[src/rtl/reg_file_pkg.sv]
// Shared sizing and types for the banked register file.
package reg_file_pkg;

  localparam int unsigned NUM_REGS     = 8;
  localparam int unsigned DATA_WIDTH   = 8;
  localparam int unsigned NUM_REGS_LOG = $clog2(NUM_REGS) - 1;
  localparam int unsigned BANK_REGS    = NUM_REGS / 2;

  typedef logic [DATA_WIDTH-1:0]   reg_data_t;
  typedef logic [NUM_REGS_LOG-1:0] bank_addr_t;
  typedef logic [NUM_REGS_LOG:0]   phys_addr_t;

endpackage

[src/rtl/reg_file_bank.sv]
// One bank of the register file: a synchronous write port and two combinational read ports.
module reg_file_bank
  import reg_file_pkg::*;
(
  input  logic                    clk,
  input  logic                    rst_n,
  input  logic                    wen_i,
  input  logic [NUM_REGS_LOG-1:0] rs_addr_i,
  input  logic [NUM_REGS_LOG-1:0] rt_addr_i,
  input  logic [DATA_WIDTH-1:0]   write_data_i,
  output logic [DATA_WIDTH-1:0]   rs_val_o,
  output logic [DATA_WIDTH-1:0]   rt_val_o
);

  reg_data_t regs_q [BANK_REGS];
  reg_data_t regs_d [BANK_REGS];

  always_comb begin
    regs_d = regs_q;
    if (wen_i) begin
      regs_d[bank_addr_t'(rs_addr_i)] = reg_data_t'(write_data_i);
    end
  end

  always_ff @(posedge clk or negedge rst_n) begin
    if (!rst_n) begin
      regs_q <= '{default: '0};
    end else begin
      regs_q <= regs_d;
    end
  end

  // Reads come straight from the array: no bypass of an in-flight write.
  assign rs_val_o = regs_q[bank_addr_t'(rs_addr_i)];
  assign rt_val_o = regs_q[bank_addr_t'(rt_addr_i)];

endmodule

[src/rtl/reg_file.sv]
// Banked register file: level picks the bank, short addresses index within it.
module reg_file
  import reg_file_pkg::*;
(
  input  logic                    clk,
  input  logic                    rst_n,
  input  logic                    level,
  input  logic                    wen_i,
  input  logic [NUM_REGS_LOG-1:0] rs_addr_i,
  input  logic [NUM_REGS_LOG-1:0] rt_addr_i,
  input  logic [DATA_WIDTH-1:0]   write_data_i,
  output logic [DATA_WIDTH-1:0]   rs_val_o,
  output logic [DATA_WIDTH-1:0]   rt_val_o
);

  reg_data_t rs_lo_c, rt_lo_c, rs_hi_c, rt_hi_c;
  logic      wen_lo_c, wen_hi_c;

  // Only the selected bank sees the write enable, so the other bank is never touched.
  assign wen_lo_c = wen_i & ~level;
  assign wen_hi_c = wen_i &  level;

  reg_file_bank u_bank_lo (
    .clk          (clk),
    .rst_n        (rst_n),
    .wen_i        (wen_lo_c),
    .rs_addr_i    (rs_addr_i),
    .rt_addr_i    (rt_addr_i),
    .write_data_i (write_data_i),
    .rs_val_o     (rs_lo_c),
    .rt_val_o     (rt_lo_c)
  );

  reg_file_bank u_bank_hi (
    .clk          (clk),
    .rst_n        (rst_n),
    .wen_i        (wen_hi_c),
    .rs_addr_i    (rs_addr_i),
    .rt_addr_i    (rt_addr_i),
    .write_data_i (write_data_i),
    .rs_val_o     (rs_hi_c),
    .rt_val_o     (rt_hi_c)
  );

  assign rs_val_o = level ? rs_hi_c : rs_lo_c;
  assign rt_val_o = level ? rt_hi_c : rt_lo_c;

  // A write with an unknown target register is a stimulus error.
  a_wr_addr_known: assert property (@(posedge clk) disable iff (!rst_n)
    wen_i |-> !$isunknown({level, rs_addr_i}));

endmodule

[config.mk]
export PLATFORM = sky130hd
export DESIGN_NAME = reg_file
export DESIGN_NICKNAME = d
export VERILOG_FILES = /design/src/rtl/reg_file_pkg.sv /design/src/rtl/reg_file_bank.sv /design/src/rtl/reg_file.sv
export SDC_FILE = /design/constraint.sdc
export NUM_CORES = 1
export LEC_CHECK = 0
export ABC_AREA = 1
export BUFFER_PORTS_ARGS = -buffer_cell sky130_fd_sc_hd__buf_2
export CAP_MARGIN = 20
export CORE_MARGIN = 2
export CORE_UTILIZATION = 60
export CTS_CLUSTER_DIAMETER = 100
export DETAILED_ROUTE_END_ITERATION = 16
export GPL_TIMING_DRIVEN = 0
export PLACE_DENSITY = 0.82
export SLEW_MARGIN = 40
export SYNTH_ARGS = -nofsm -noshare
export SYNTH_HDL_FRONTEND = slang
export SYNTH_SLANG_ARGS = --single-unit
[constraint.sdc]
create_clock -name clk -period 1.45 [get_ports clk]
set_clock_uncertainty 0.2 [all_clocks]
set_input_delay 0.29 -clock clk [delete_from_list [all_inputs] [get_ports clk]]
set_output_delay 0.29 -clock clk [all_outputs]
set_load 0.05 [all_outputs]
==> flow_summary.toml <==
[die]
design.portCount = 32
initial_core_util_pct = 61.73
die_x_um = 84.83
core_area_um2 = 6350
die_area_um2 = 7196
chipHeight_um = 84.83
rows = 29

[yosys]
yosysWarnings = 0
ys_seq_elements = 64
synth_fp_nets = 635
async_flop_share_pct = 100.0
avgSynthCellArea_um2 = 6.333
yosys_most_used_dff = "dfrtp_1"
synth.distinct_cells = 18
synth_edf_count = 0
synth_cells = 619
seq_area_frac_synth_pct = 40.86
syn_area_um2 = 3920

[clocking]
cts_sinks = 64
clockRootBuffer = "clkbuf_8"
clock_latency_ps = 340
clkTransAtPathRegs_ps = 70
cts_tree = "yes"
clockBufferDepth = 2
numCtsBuffers = 9
h-tree-depth = 3

[sta]
fin_crit_sh_pct = 127.5
setup_viol = 16
grt_setup_unrepaired = "true"
clock.fmax_mhz = 540.8
slew_headroom_pct = 68.89
report.final.slew_viol_count = 0
hold_viol_final = 0
fin_ws_ps = -399.0
tightest_slew_ps = 466.7
fin_crit_ps = 1849

[finish]
antenna_cells = 0
layout_common_cells = "274 x nand2_1, 66 x inv_1, 64 x dfrtp_1"
final.fill_count = 416
drive_above_1_share_pct = 26.87
area_growth_pct = 31.54
nNetsFinal = 693
layout_commonest_cell = "nand2_1"

[min_path]
hold_path.class = "in -> reg"

[global_route]
antenna_found_initial = 0
grt_pass1_vias = 3987
overflow = 0
grt_use_total_pct = 37.41
grt_max_degree = 34
grt_pass1_wl_mm = 20.36

[placement]
gpl.final_weighted_congestion = 0.9374
portBuffers = 27
place_ws_ps = -497.2
hpwl_mm = 8.590

[power]
ir_drop_uv = 973.7
p_leak_nw = 2.797
p_per_area_nw_per_um2 = 1232
power_mw = 6.350

[routing]
postRouteAntennaNets = 0
first_iter_violations = 493
drc = 0
routed_via_density = 5.702
first_pass_iters = 6
wl_mm = 13.30
num_vias = 4322
wl_per_cell_um = 17.55

[flow_run]
max-cap-violations = 0

[worst_setup_path]
critical_path_class = "reg -> out"
required_ps = 960
crit_path_end_kind = "primary output"
worstPathMaxFanout = 3
critical_path.startpoint_type = "flop"
crit_arrival_ps = 1360

[outcome]
status = "complete, but fails checks"
violations = "setup timing"
==> per-layer routing <==
metal  vias to the layer above  track usage [%]  routed length, um
li1                       1975                -                  -
met1                      2028            52.24               5396
met2                       276            58.41               6074
met3                        43            7.198               1396
met4                         0            14.00                432
met5                         -           0.6993                  0
==> synth_stat cells, types with 2 or more instances <==
master | n | share of area, %
clkbuf_1 | 5 | 0.48
nand3_1 | 32 | 4.1
o21ai_0 | 38 | 4.9
buf_2 | 20 | 2.6
nand2_1 | 336 | 32
inv_1 | 76 | 7.3
nand2_2 | 7 | 1.1
inv_2 | 2 | 0.19
buf_1 | 2 | 0.19
nor2_4 | 3 | 0.86
buf_6 | 3 | 0.86
dfrtp_1 | 64 | 41
o21ai_1 | 26 | 3.3
==> report_power, final <==
group	leakage [nW]	switching, mW	internal, mW
combinational	1.88	1.32	0.853
sequential	0.802	0.297	2.13
clock	0.112	0.698	1.05
total	2.80	2.32	4.03
==> worst max-delay path, stage by stage, from the launching register on <==
cell and delay (ps):
dfrtp_1 440, nand2_1 90, nand2_1 70, nand2_1 60, nand2_1 90, nand2_2 70, nand2_4 60, buf_8 130
==> kinds of logic after synthesis <==
| group | share of synthesized area (%) |
|---|---|
| AO/OA/AOI/OAI | 8.171 |
| buffers and inverters | 11.91 |
| flip-flops | 40.86 |
| AND/OR/NAND/NOR | 39.07 |
==> final cells by class <==
type	count	area, um^2	area share, %
Tap cell	77	96.34	1.868
Inverter	79	316.6	6.139
Buffer	31	299.0	5.800
Multi-Input combinational cell	445	2145	41.59
Sequential cell	64	1602	31.06
Timing Repair Buffer	47	478.0	9.270
Clock buffer	12	155.1	3.009
Clock inverter	3	65.06	1.262
==> registers in the layout (all words and copies together), names as in the netlist <==
register / count
u_bank_lo.regs_q: 32
u_bank_hi.regs_q: 32
==> stage by stage <==
stage	cells	utilization [%]	instance area, um^2	TNS [ps]	hold slack [ps]
after global placement	723	70.03	4447	-30680	288.8
after floorplan	619	-	4215	-542.1	-205.6
after CTS	754	79.45	5045	-5343	2.171
after detailed placement	724	70.38	4469	-8535	74.53
after global routing	758	81.20	5156	-6641	3.909
final	758	81.20	5156	-5795	19.24
==> final timing paths <==
kind / startpoint / slack [ps] / end / cells after the start
min in group asynchronous: rst_n / 230 / u_bank_hi.regs_q[0]$_DFFE_PN0P_ / 2
setup reg to reg: u_bank_lo.regs_q[7]$_DFFE_PN0P_ / 440 / u_bank_lo.regs_q[7]$_DFFE_PN0P_ / 3
hold / removal: write_data_i[2] / 20 / u_bank_hi.regs_q[2]$_DFFE_PN0P_ / 3
setup / recovery: u_bank_lo.regs_q[1]$_DFFE_PN0P_ / -400 / rs_val_o[1] / 7
max in group asynchronous: rst_n / 280 / u_bank_lo.regs_q[2]$_DFFE_PN0P_ / 3
hold reg to reg: u_bank_lo.regs_q[13]$_DFFE_PN0P_ / 320 / u_bank_lo.regs_q[13]$_DFFE_PN0P_ / 2
==> what timing repair did <==
action | in CTS | in global routing
buffers inserted | 8 | 4
endpoints found under the setup margin | 16 | 18
hold endpoints to repair | 38 | 0
pin swaps | 32 | 32
gates cloned | 0 | 0
resized for setup | 70 | 28
hold buffers | 7 | 0
No activity file was read; power rests on OpenSTA's default activity.
